[src/rtl/decode_hazard_controller_if.sv]
// Decode-stage hazard controller bus: decoded operand fields, completion
// handshakes and writeback in; pipeline control and debug state out.
interface decode_hazard_controller_if #(
    parameter int R  = 32,
    parameter int AW = 5,
    parameter int CW = 8
);
    logic          issue_valid_i;
    logic [AW-1:0] A1_i;
    logic [AW-1:0] A2_i;
    logic [AW-1:0] A3_i;
    logic          uses_A1_i;
    logic          uses_A2_i;
    logic          writes_A3_i;
    logic          multicycle_i;
    logic          mem_op_i;
    logic          Exe_Finished_i;
    logic          Mem_Finished_i;
    logic          WB_WE_i;
    logic [AW-1:0] WB_A3_i;
    logic          stall_IF_o;
    logic          enable_ID_EX_o;
    logic          bubble_o;
    logic          issue_o;
    logic [1:0]    state_o;
    logic [R-1:0]  pending_o;
    logic [CW-1:0] wait_cycles_o;

    modport master (
        output issue_valid_i, A1_i, A2_i, A3_i, uses_A1_i, uses_A2_i,
               writes_A3_i, multicycle_i, mem_op_i, Exe_Finished_i,
               Mem_Finished_i, WB_WE_i, WB_A3_i,
        input  stall_IF_o, enable_ID_EX_o, bubble_o, issue_o, state_o,
               pending_o, wait_cycles_o
    );

    modport slave (
        input  issue_valid_i, A1_i, A2_i, A3_i, uses_A1_i, uses_A2_i,
               writes_A3_i, multicycle_i, mem_op_i, Exe_Finished_i,
               Mem_Finished_i, WB_WE_i, WB_A3_i,
        output stall_IF_o, enable_ID_EX_o, bubble_o, issue_o, state_o,
               pending_o, wait_cycles_o
    );
endinterface

[src/rtl/decode_hazard_controller.sv]
// Decode-stage sequencer: register scoreboard for RAW/WAW blocking plus a
// wait FSM that holds the pipe across multi-cycle execute/memory operations.
module decode_hazard_controller #(
    parameter int R  = 32,
    parameter int AW = 5,
    parameter int CW = 8
) (
    input  logic CLK,
    input  logic RST,
    decode_hazard_controller_if.slave bus
);
    typedef enum logic [1:0] {
        ST_RUN      = 2'd0,
        ST_HAZARD   = 2'd1,
        ST_WAIT_EXE = 2'd2,
        ST_WAIT_MEM = 2'd3
    } state_t;

    state_t        r_state;
    state_t        w_next_state;
    logic [R-1:0]  r_pending;
    logic [R-1:0]  w_pending_next;
    logic [R-1:0]  w_set_mask;
    logic [R-1:0]  w_clr_mask;
    logic [CW-1:0] r_wait;
    logic [CW-1:0] w_wait_next;
    logic          r_mem_flag;
    logic          w_hazard;
    logic          w_stall;
    logic          w_enable;
    logic          w_bubble;
    logic          w_issue;

    // Handshake: issue_valid_i marks a decoded instruction in ID; it is
    // consumed only in a cycle where issue_o is high, otherwise ID holds it.
    assign w_hazard = bus.issue_valid_i &
                      ((bus.uses_A1_i   & r_pending[bus.A1_i]) |
                       (bus.uses_A2_i   & r_pending[bus.A2_i]) |
                       (bus.writes_A3_i & r_pending[bus.A3_i]));

    always_comb begin
        w_next_state = r_state;
        w_stall      = 1'b0;
        w_enable     = 1'b1;
        w_bubble     = 1'b0;
        w_issue      = 1'b0;
        case (r_state)
            ST_RUN, ST_HAZARD: begin
                if (w_hazard) begin
                    w_stall      = 1'b1;
                    w_bubble     = 1'b1;
                    w_next_state = ST_HAZARD;
                end else if (bus.issue_valid_i) begin
                    w_issue = 1'b1;
                    if (bus.multicycle_i)
                        w_next_state = ST_WAIT_EXE;
                    else if (bus.mem_op_i)
                        w_next_state = ST_WAIT_MEM;
                    else
                        w_next_state = ST_RUN;
                end else begin
                    w_next_state = ST_RUN;
                end
            end
            ST_WAIT_EXE: begin
                // EX keeps its operands while the vector unit finishes
                w_stall  = 1'b1;
                w_enable = 1'b0;
                if (bus.Exe_Finished_i) begin
                    if (r_mem_flag && !bus.Mem_Finished_i)
                        w_next_state = ST_WAIT_MEM;
                    else
                        w_next_state = ST_RUN;
                end
            end
            ST_WAIT_MEM: begin
                w_stall  = 1'b1;
                w_bubble = 1'b1;
                if (bus.Mem_Finished_i)
                    w_next_state = ST_RUN;
            end
            default: w_next_state = ST_RUN;
        endcase
    end

    // Set wins over a same-cycle writeback clear of the same register
    assign w_set_mask     = (w_issue && bus.writes_A3_i) ? (R'(1) << bus.A3_i) : '0;
    assign w_clr_mask     = bus.WB_WE_i ? (R'(1) << bus.WB_A3_i) : '0;
    assign w_pending_next = (r_pending & ~w_clr_mask) | w_set_mask;

    always_comb begin
        w_wait_next = r_wait;
        if ((w_next_state == ST_WAIT_EXE || w_next_state == ST_WAIT_MEM) &&
            (w_next_state != r_state))
            w_wait_next = '0;
        else if ((r_state == ST_WAIT_EXE || r_state == ST_WAIT_MEM) && (r_wait != '1))
            w_wait_next = r_wait + 1'b1;
    end

    always_ff @(posedge CLK or posedge RST) begin
        if (RST) begin
            r_state    <= ST_RUN;
            r_pending  <= '0;
            r_wait     <= '0;
            r_mem_flag <= 1'b0;
        end else begin
            r_state   <= w_next_state;
            r_pending <= w_pending_next;
            r_wait    <= w_wait_next;
            if (w_issue)
                r_mem_flag <= bus.mem_op_i;
        end
    end

    // Reset forces a plain pass-through pipe regardless of current inputs
    assign bus.stall_IF_o     = w_stall & ~RST;
    assign bus.enable_ID_EX_o = w_enable | RST;
    assign bus.bubble_o       = w_bubble & ~RST;
    assign bus.issue_o        = w_issue & ~RST;
    assign bus.state_o        = r_state;
    assign bus.pending_o      = r_pending;
    assign bus.wait_cycles_o  = r_wait;
endmodule

[src/flat_wrapper.sv]
// flat-port wrapper written by rule: the top's interface ports become plain ports
module decode_hazard_controller_flat 
#(
    parameter int R  = 32,
    parameter int AW = 5,
    parameter int CW = 8
)
  (CLK, RST, bus_issue_valid_i, bus_A1_i, bus_A2_i, bus_A3_i, bus_uses_A1_i, bus_uses_A2_i, bus_writes_A3_i, bus_multicycle_i, bus_mem_op_i, bus_Exe_Finished_i, bus_Mem_Finished_i, bus_WB_WE_i, bus_WB_A3_i, bus_stall_IF_o, bus_enable_ID_EX_o, bus_bubble_o, bus_issue_o, bus_state_o, bus_pending_o, bus_wait_cycles_o);
  decode_hazard_controller_if #(.R(R), .AW(AW), .CW(CW)) bus_i ();
  input  logic CLK;
  input  logic RST;
  input wire logic [$bits(bus_i.issue_valid_i)-1:0] bus_issue_valid_i;
  input wire logic [$bits(bus_i.A1_i)-1:0] bus_A1_i;
  input wire logic [$bits(bus_i.A2_i)-1:0] bus_A2_i;
  input wire logic [$bits(bus_i.A3_i)-1:0] bus_A3_i;
  input wire logic [$bits(bus_i.uses_A1_i)-1:0] bus_uses_A1_i;
  input wire logic [$bits(bus_i.uses_A2_i)-1:0] bus_uses_A2_i;
  input wire logic [$bits(bus_i.writes_A3_i)-1:0] bus_writes_A3_i;
  input wire logic [$bits(bus_i.multicycle_i)-1:0] bus_multicycle_i;
  input wire logic [$bits(bus_i.mem_op_i)-1:0] bus_mem_op_i;
  input wire logic [$bits(bus_i.Exe_Finished_i)-1:0] bus_Exe_Finished_i;
  input wire logic [$bits(bus_i.Mem_Finished_i)-1:0] bus_Mem_Finished_i;
  input wire logic [$bits(bus_i.WB_WE_i)-1:0] bus_WB_WE_i;
  input wire logic [$bits(bus_i.WB_A3_i)-1:0] bus_WB_A3_i;
  output wire logic [$bits(bus_i.stall_IF_o)-1:0] bus_stall_IF_o;
  output wire logic [$bits(bus_i.enable_ID_EX_o)-1:0] bus_enable_ID_EX_o;
  output wire logic [$bits(bus_i.bubble_o)-1:0] bus_bubble_o;
  output wire logic [$bits(bus_i.issue_o)-1:0] bus_issue_o;
  output wire logic [$bits(bus_i.state_o)-1:0] bus_state_o;
  output wire logic [$bits(bus_i.pending_o)-1:0] bus_pending_o;
  output wire logic [$bits(bus_i.wait_cycles_o)-1:0] bus_wait_cycles_o;
  assign bus_i.issue_valid_i = bus_issue_valid_i;
  assign bus_i.A1_i = bus_A1_i;
  assign bus_i.A2_i = bus_A2_i;
  assign bus_i.A3_i = bus_A3_i;
  assign bus_i.uses_A1_i = bus_uses_A1_i;
  assign bus_i.uses_A2_i = bus_uses_A2_i;
  assign bus_i.writes_A3_i = bus_writes_A3_i;
  assign bus_i.multicycle_i = bus_multicycle_i;
  assign bus_i.mem_op_i = bus_mem_op_i;
  assign bus_i.Exe_Finished_i = bus_Exe_Finished_i;
  assign bus_i.Mem_Finished_i = bus_Mem_Finished_i;
  assign bus_i.WB_WE_i = bus_WB_WE_i;
  assign bus_i.WB_A3_i = bus_WB_A3_i;
  assign bus_stall_IF_o = bus_i.stall_IF_o;
  assign bus_enable_ID_EX_o = bus_i.enable_ID_EX_o;
  assign bus_bubble_o = bus_i.bubble_o;
  assign bus_issue_o = bus_i.issue_o;
  assign bus_state_o = bus_i.state_o;
  assign bus_pending_o = bus_i.pending_o;
  assign bus_wait_cycles_o = bus_i.wait_cycles_o;
  decode_hazard_controller #(.R(R), .AW(AW), .CW(CW)) u_core (.CLK(CLK), .RST(RST), .bus(bus_i));
endmodule
[config.mk]
export PLATFORM = sky130hd
export DESIGN_NAME = decode_hazard_controller_flat
export DESIGN_NICKNAME = d
export VERILOG_FILES = /design/src/rtl/decode_hazard_controller_if.sv /design/src/rtl/decode_hazard_controller.sv /design/src/flat_wrapper.sv
export SDC_FILE = /design/constraint.sdc
export NUM_CORES = 1
export LEC_CHECK = 0
export CORE_UTILIZATION = 40
export CTS_CLUSTER_DIAMETER = 120
export DETAILED_ROUTE_END_ITERATION = 16
export HOLD_SLACK_MARGIN = 0.15
export PLACE_DENSITY = 0.75
export SLEW_MARGIN = 15
export SYNTH_ARGS = -nofsm -noshare
export SYNTH_HDL_FRONTEND = slang
export SYNTH_SLANG_ARGS = --single-unit
[constraint.sdc]
create_clock -name CLK -period 10.1 [get_ports CLK]
set_input_delay 2.02 -clock CLK [delete_from_list [all_inputs] [get_ports CLK]]
set_output_delay 2.02 -clock CLK [all_outputs]
set_load 0.1 [all_outputs]
==> results of run 1 <==
logic make-up (layout without fill, tap and decap cells):
family	count (synthesis)	count (layout)	synth area share, %
AOI/OAI and AO/OA	93	93	22.2
xor gates and xnor gates	7	7	2.12
adders and majority gates	1	1	0.434
buffers and inverters	25	91	3.99
DFF	43	43	37.3
muxes	30	30	21.3
and+or+nand+nor	73	73	12.7
worst min path at each step:
stage / endpoint / depth (start not counted) / startpoint
after floorplan: u_core.r_mem_flag$_DFFE_PP0N_ / 2 / u_core.r_mem_flag$_DFFE_PP0N_
after global placement: u_core.r_mem_flag$_DFFE_PP0N_ / 2 / u_core.r_mem_flag$_DFFE_PP0N_
after detailed placement: u_core.r_mem_flag$_DFFE_PP0N_ / 2 / u_core.r_mem_flag$_DFFE_PP0N_
after CTS: u_core.r_mem_flag$_DFFE_PP0N_ / 2 / u_core.r_mem_flag$_DFFE_PP0N_
after global routing: u_core.r_mem_flag$_DFFE_PP0N_ / 2 / u_core.r_mem_flag$_DFFE_PP0N_
final: u_core.r_mem_flag$_DFFE_PP0N_ / 2 / u_core.r_mem_flag$_DFFE_PP0N_
power groups by stage:
stage,registers (mW),clock network (mW),logic (mW)
2_1_floorplan,0.477,0,0.152
3_3_place_gp,0.261,0,0.491
3_5_place_dp,0.263,0,0.498
4_1_cts,0.259,0.139,0.499
5_1_grt,0.267,0.146,0.518
6_report,0.261,0.138,0.498
synthesized netlist by cell type, drive strengths merged, types with 5 or more instances:
cell,instances
buf,14
clkbuf,5
dfrtp,43
inv,6
mux4,25
nand2,19
nand2b,8
nand3,12
nor2,13
nor2b,8
o21ai,36
o311a,8
o31ai,35
xor2,6
stage by stage:
| stage | power, mW | std cells | util [%] | hold slack (ns) |
|---|---|---|---|---|
| detailed placement | 0.760 | 426 | 53.6 | 0.588 |
| global placement | 0.752 | 426 | 53.6 | 0.561 |
| floorplan | 0.629 | 272 | - | 0.520 |
| CTS | 0.897 | 434 | 55.3 | 0.605 |
| finish | 0.897 | 434 | 55.3 | 0.608 |
| global route | 0.930 | 434 | 55.3 | 0.646 |
per-layer routing:
| metal | vias up | part of all wire (%) | global-route usage [%] |
|---|---|---|---|
| met1 | 1338 | 42 | 34.9 |
| li1 | 1205 | - | - |
| met2 | 160 | 47 | 38.2 |
| met5 | - | 0 | 0 |
| met4 | 0 | 2.1 | 6.67 |
| met3 | 22 | 8.2 | 4.64 |
final cells by class:
cell class / instances / area (sq um) / area share [%]
Sequential cell: 43 / 1080 / 28.3
Inverter: 6 / 22.5 / 0.593
Clock inverter: 2 / 35.0 / 0.922
Timing Repair Buffer: 77 / 768 / 20.2
Multi-Input combinational cell: 204 / 1690 / 44.6
Clock buffer: 6 / 82.6 / 2.17
Tap cell: 96 / 120 / 3.16
registers in the layout, indices dropped and copies added (netlist names):
| signal | flops |
|---|---|
| u_core.bus.wait_cycles_o | 8 |
| u_core.r_mem_flag | 1 |
| u_core.bus.pending_o | 32 |
| u_core.bus.state_o | 2 |
worst max-delay path, stage by stage:
cell and delay (ns):
sky130_fd_sc_hd__clkdlybuf4s50_1 0.85, sky130_fd_sc_hd__mux4_2 0.57, sky130_fd_sc_hd__a22o_1 0.24, sky130_fd_sc_hd__a311o_1 0.32
sky130_fd_sc_hd__a32o_2 0.31, sky130_fd_sc_hd__nand2b_4 0.35, sky130_fd_sc_hd__a32o_1 0.31, sky130_fd_sc_hd__clkdlybuf4s50_1 0.96
==> summary.txt, run 1 <==
Synthesis
  – Area fraction of the dominant cell type after synthesis: 37.3%
  – Count of flip-flops with a built-in enable after synthesis: 0
  – Yosys cell types: 39
  – Number of instances in the synthesized netlist: 272
  – Top cells by area, synth: sky130_fd_sc_hd__dfrtp_1 (37%), sky130_fd_sc_hd__mux4_2 (20%), sky130_fd_sc_hd__o31ai_1 (9.1%)
  – Sequential-to-total area share from yosys stat: 37.3%
  – Share of flip-flops with an asynchronous set or reset after synthesis: 100%
  – Area of the mapped netlist: 2890 sq um
  – Nets in the synthesized netlist: 304
  – Most used flip-flop cell after synthesis: sky130_fd_sc_hd__dfrtp_1
  – Post-Synthesis Mean Instance Area: 10.6 sq um
  – Yosys warning count: 0
  – FF+latch count, synth: 43
  – Cell type with the highest aggregate area in the netlist: sky130_fd_sc_hd__dfrtp_1

Detailed routing
  – Via count: 2725
  – Via density per instance: 6.28
  – Average wire length per cell after detail routing: 20.3 um
  – DRC viols: 0
  – Initial DRC count: 213
  – Antenna viol nets, final: 0
  – Routed Wire Length: 8.80 mm
  – TritonRoute pass-1 iters: 6

GRT
  – Antenna violations before repair: 0
  – Wire length of the first global-routing pass: 14.0 mm
  – GRT Util Overall: 24.4%
  – Via count of the first global-routing pass: 2660
  – Sum of overflow across all layers after global routing: 0
  – Pin count of the biggest net entering global routing: 44

Placement
  – HPWL after detailed placement: 6.57 mm
  – Placement-stage cell area: 3680 sq um
  – Setup slack after placement: 2.11 ns
  – RePlAce Congestion: 0.927
  – Count of input and output buffers: 76

Pwr
  – Power per cell area: 236 nW/um^2
  – Share of power burned in combinational logic: 55.5%
  – Internal power contribution: 0.427 mW
  – Leakage: 1.48 nW
  – Clock network fraction of design power: 15.4%
  – Switching power as a share of total power: 52.4%
  – Total net switching power: 0.470 mW
  – Register share of total power: 29.1%
  – Max rail drop VDD: 0.000108 V

CTS
  – Cell at the root of the clock tree: sky130_fd_sc_hd__clkbuf_8
  – Clk pin slew, worst setup/hold paths: 0.08 ns
  – Max Root-Sink Buffers: 2
  – Hold bufs inserted after CTS: 0
  – Clock Sink Count: 43
  – Depth of the CTS H-tree: 2
  – Post-CTS repair timing setup buffer count: 0
  – Clock tree from TritonCTS: yes
  – Number of buffers inserted during clock tree synthesis: 5
  – Skew-Pair Late Insertion Delay: 0.29 ns
  – Cts repair resizes: 0

Critical path
  – Capturing element of the worst setup path: bus_bubble_o
  – Reg-to-reg startpoint: u_core.bus.pending_o[7]$_DFF_PP0_
  – Endpoint class of the critical path: output port
  – Startpoint kind of the worst setup timing path: primary input
  – Type of the setup path with the least slack: primary input to output port
  – Crit Reg-Reg Endpoint: u_core.bus.wait_cycles_o[0]$_DFFE_PP0P_
  – Top fanout value on the critical path: 43
  – Crit path DAT: 5.94 ns
  – R2R depth: 6
  – Data required time at the worst endpoint: 8.08 ns
  – Startpoint of the most critical setup path: bus_A3_i[0]
  – Slack of the worst reg-to-reg path: 7.38 ns

Finish
  – Final nets: 369
  – Most used cells in the layout excluding fill and tap cells: sky130_fd_sc_hd__clkdlybuf4s50_1 (76), sky130_fd_sc_hd__dfrtp_1 (43), sky130_fd_sc_hd__o21ai_0 (36), sky130_fd_sc_hd__o31ai_1 (35), sky130_fd_sc_hd__mux4_2 (25)
  – Most common library cell in the layout ignoring fill and taps: sky130_fd_sc_hd__clkdlybuf4s50_1
  – Final antenna diode count: 0
  – Post-Layout Inst Area: 3800 sq um
  – Fill count: 603
  – Synthesis-to-layout area growth: 31.7%
  – Share of layout cells above drive strength 1: 12.1%

Timing
  – Hold violation count in the final report: 0
  – Minimum clock period: 7.96 ns
  – Part of the cycle the worst path needs: 78.8%
  – Smallest setup slack after layout: 2.14 ns
  – Summed negative setup slack over all endpoints: 0 ns
  – Worst-margin pin slew: 1.01 ns
  – Max Freq: 126 MHz
  – Unrepaired setup endpoints after global routing: false
  – Max Clock Skew: 0.00334 ns
  – Max-slew violation total from the final report: 0
  – Headroom to the max-slew limit: 32.5%
  – Setup-failing EPs final: 0

Floorplanning
  – Core Footprint: 6870 sq um
  – Area of the die: 7560 sq um
  – Height of the chip: 86.9 um
  – Horizontal die dimension: 86.9 um
  – I/O pin count: 77
  – # rows: 30
  – Initial core utilization: 42.0%

Run status
  – Status: complete, no violations

Worst hold path
  – Hold crit path type: flop to flop

Run
  – Reported max-cap violation count: 0
(Power assumes the default switching activity.)
==> run 2: changes to the inputs <==
==> constraint.sdc (replaced) <==
create_clock -name CLK -period 8.35 [get_ports CLK]
set_input_delay 1.67 -clock CLK [delete_from_list [all_inputs] [get_ports CLK]]
set_output_delay 1.67 -clock CLK [all_outputs]
set_load 0.1 [all_outputs]
==> run 2 against run 1 <==
  * Register-to-register slack worse by 1.8 ns
  * Sequential cell count unchanged
  * Utilization down 0.25 points
  * First-iteration DRC count up 8.9%
  * Combinational power up 21%
  * Final cell count unchanged
  * Largest power group unchanged
  * Non-clock buffer count unchanged
  * Sequential share of layout area up 0.13 points
  * Critical endpoint unchanged
  * Critical path depth unchanged
  * Critical path type unchanged
  * Sequential power up 21%
  * Clock power up 4%
  * Highest routed layer unchanged
==> summary.txt, run 2 (synthesized netlist as in run 1, its figures left out) <==
CTS
  – Clk pin slew, worst setup/hold paths: 0.08 ns
  – Clock Sink Count: 43
  – Max Root-Sink Buffers: 2
  – Hold bufs inserted after CTS: 0
  – Cts repair resizes: 0
  – Number of buffers inserted during clock tree synthesis: 5
  – Cell at the root of the clock tree: sky130_fd_sc_hd__clkbuf_8
  – Depth of the CTS H-tree: 2
  – Post-CTS repair timing setup buffer count: 0
  – Clock tree from TritonCTS: yes
  – Skew-Pair Late Insertion Delay: 0.29 ns

GRT
  – Wire length of the first global-routing pass: 14.0 mm
  – Pin count of the biggest net entering global routing: 44
  – Antenna violations before repair: 0
  – Sum of overflow across all layers after global routing: 0
  – Via count of the first global-routing pass: 2659
  – GRT Util Overall: 24.4%

Floorplanning
  – Horizontal die dimension: 86.9 um
  – Initial core utilization: 42.0%
  – I/O pin count: 77
  – Height of the chip: 86.9 um
  – Core Footprint: 6870 sq um
  – Area of the die: 7560 sq um
  – # rows: 30

Pwr
  – Switching power as a share of total power: 53.3%
  – Clock network fraction of design power: 13.5%
  – Share of power burned in combinational logic: 56.7%
  – Leakage: 1.47 nW
  – Power per cell area: 280 nW/um^2
  – Total net switching power: 0.565 mW
  – Max rail drop VDD: 0.000142 V
  – Register share of total power: 29.8%
  – Internal power contribution: 0.495 mW

Placement
  – Placement-stage cell area: 3680 sq um
  – RePlAce Congestion: 0.927
  – Count of input and output buffers: 76
  – HPWL after detailed placement: 6.52 mm

Detailed routing
  – TritonRoute pass-1 iters: 5
  – Via density per instance: 6.15
  – Average wire length per cell after detail routing: 20.1 um
  – DRC viols: 0
  – Antenna viol nets, final: 0
  – Routed Wire Length: 8.73 mm
  – Via count: 2668
  – Initial DRC count: 232

Critical path
  – R2R depth: 6
  – Data required time at the worst endpoint: 6.68 ns
  – Reg-to-reg startpoint: u_core.bus.pending_o[7]$_DFF_PP0_
  – Startpoint kind of the worst setup timing path: primary input
  – Crit Reg-Reg Endpoint: u_core.bus.wait_cycles_o[0]$_DFFE_PP0P_
  – Slack of the worst reg-to-reg path: 5.63 ns
  – Endpoint class of the critical path: output port
  – Top fanout value on the critical path: 43
  – Crit path DAT: 5.59 ns
  – Type of the setup path with the least slack: primary input to output port

Run status
  – Status: complete, no violations

Worst hold path
  – Hold crit path type: flop to flop
  – Min-Delay Startpoint: u_core.bus.wait_cycles_o[4]$_DFFE_PP0P_
  – Worst Hold Depth: 2
  – Endpoint of the worst hold-timing path: u_core.bus.wait_cycles_o[4]$_DFFE_PP0P_

Finish
  – Synthesis-to-layout area growth: 31.0%
  – Final antenna diode count: 0
  – Share of layout cells above drive strength 1: 11.8%
  – Post-Layout Inst Area: 3780 sq um
  – Fill count: 589
  – Most common library cell in the layout ignoring fill and taps: sky130_fd_sc_hd__clkdlybuf4s50_1
  – Largest register FFs: 32
  – Final nets: 369
  – Multi-input gate area: 1690 sq um
  – FF+latch area: 1080 sq um
  – Most used cells in the layout excluding fill and tap cells: sky130_fd_sc_hd__clkdlybuf4s50_1 (76), sky130_fd_sc_hd__dfrtp_1 (43), sky130_fd_sc_hd__o21ai_0 (36), sky130_fd_sc_hd__o31ai_1 (35), sky130_fd_sc_hd__mux4_2 (25)

Timing
  – Headroom to the max-slew limit: 32.9%
  – Max-slew violation total from the final report: 0
  – Worst-margin pin slew: 1.00 ns
  – Minimum clock period: 7.26 ns
  – Setup-failing EPs final: 0
  – Summed negative setup slack over all endpoints: 0 ns
  – Max Clock Skew: 0.00465 ns
  – Hold violation count in the final report: 0
  – Unrepaired setup endpoints after global routing: false
  – Max Freq: 138 MHz
  – Part of the cycle the worst path needs: 86.9%

Run
  – Reported max-cap violation count: 0
[run 2: cell types whose count changed in the layout (fill, tap and decap cells not counted), sizes merged]
cell,previous run,this run
bufinv,1,0
clkbuf,6,8
clkinv,1,0
[run 2: final cells by class]
class / count / share of cell area (%)
Multi-Input combinational cell: 204 / 44.8
Timing Repair Buffer: 77 / 20.3
Inverter: 6 / 0.596
Tap cell: 96 / 3.18
Clock buffer: 8 / 2.65
Sequential cell: 43 / 28.5
[run 2: routing by layer]
| layer | routed length, um | GRT usage (%) | vias to the layer above |
|---|---|---|---|
| li1 | - | - | 1194 |
| met1 | 3790 | 35.3 | 1309 |
| met2 | 4040 | 37.3 | 146 |
| met3 | 738 | 4.08 | 19 |
| met4 | 166 | 8.48 | 0 |
| met5 | 0 | 0 | - |
[run 2: per-stage QoR]
stage                     total power [mW]  cells  util, %  setup slack (ns)  hold slack [ns]
after floorplan                      0.761    272        -              1.33            0.520
after global placement               0.910    426     53.6              1.13            0.562
after detailed placement             0.920    426     53.6              1.07            0.597
after CTS                             1.06    434     55.0              1.05            0.616
after global routing                  1.10    434     55.0             0.876            0.644
final                                 1.06    434     55.0              1.09            0.610
[run 2: critical path, cell delays in order]
cell and delay (ns):
sky130_fd_sc_hd__clkdlybuf4s50_1 0.85, sky130_fd_sc_hd__mux4_2 0.58, sky130_fd_sc_hd__a22o_1 0.24, sky130_fd_sc_hd__a311o_1 0.31, sky130_fd_sc_hd__a32o_2 0.30, sky130_fd_sc_hd__nand2b_4 0.36, sky130_fd_sc_hd__a32o_1 0.31, sky130_fd_sc_hd__clkdlybuf4s50_1 0.96
[run 2: worst max path at each step]
stage | end | cells after the start | start
after CTS | bus_bubble_o | 8 | bus_A3_i[0]
after floorplan | bus_issue_o | 6 | bus_A2_i[0]
after detailed placement | bus_bubble_o | 8 | bus_A3_i[0]
after global routing | bus_bubble_o | 8 | bus_A3_i[0]
after global placement | bus_bubble_o | 8 | bus_A3_i[0]
final | bus_bubble_o | 8 | bus_A3_i[0]
[run 2: power groups by stage]
stage	logic, mW	clock network, mW	registers (mW)
global placement	0.594	0	0.316
global route	0.625	0.150	0.322
finish	0.601	0.143	0.316
detailed placement	0.602	0	0.318
CTS	0.603	0.145	0.314
floorplan	0.184	0	0.576
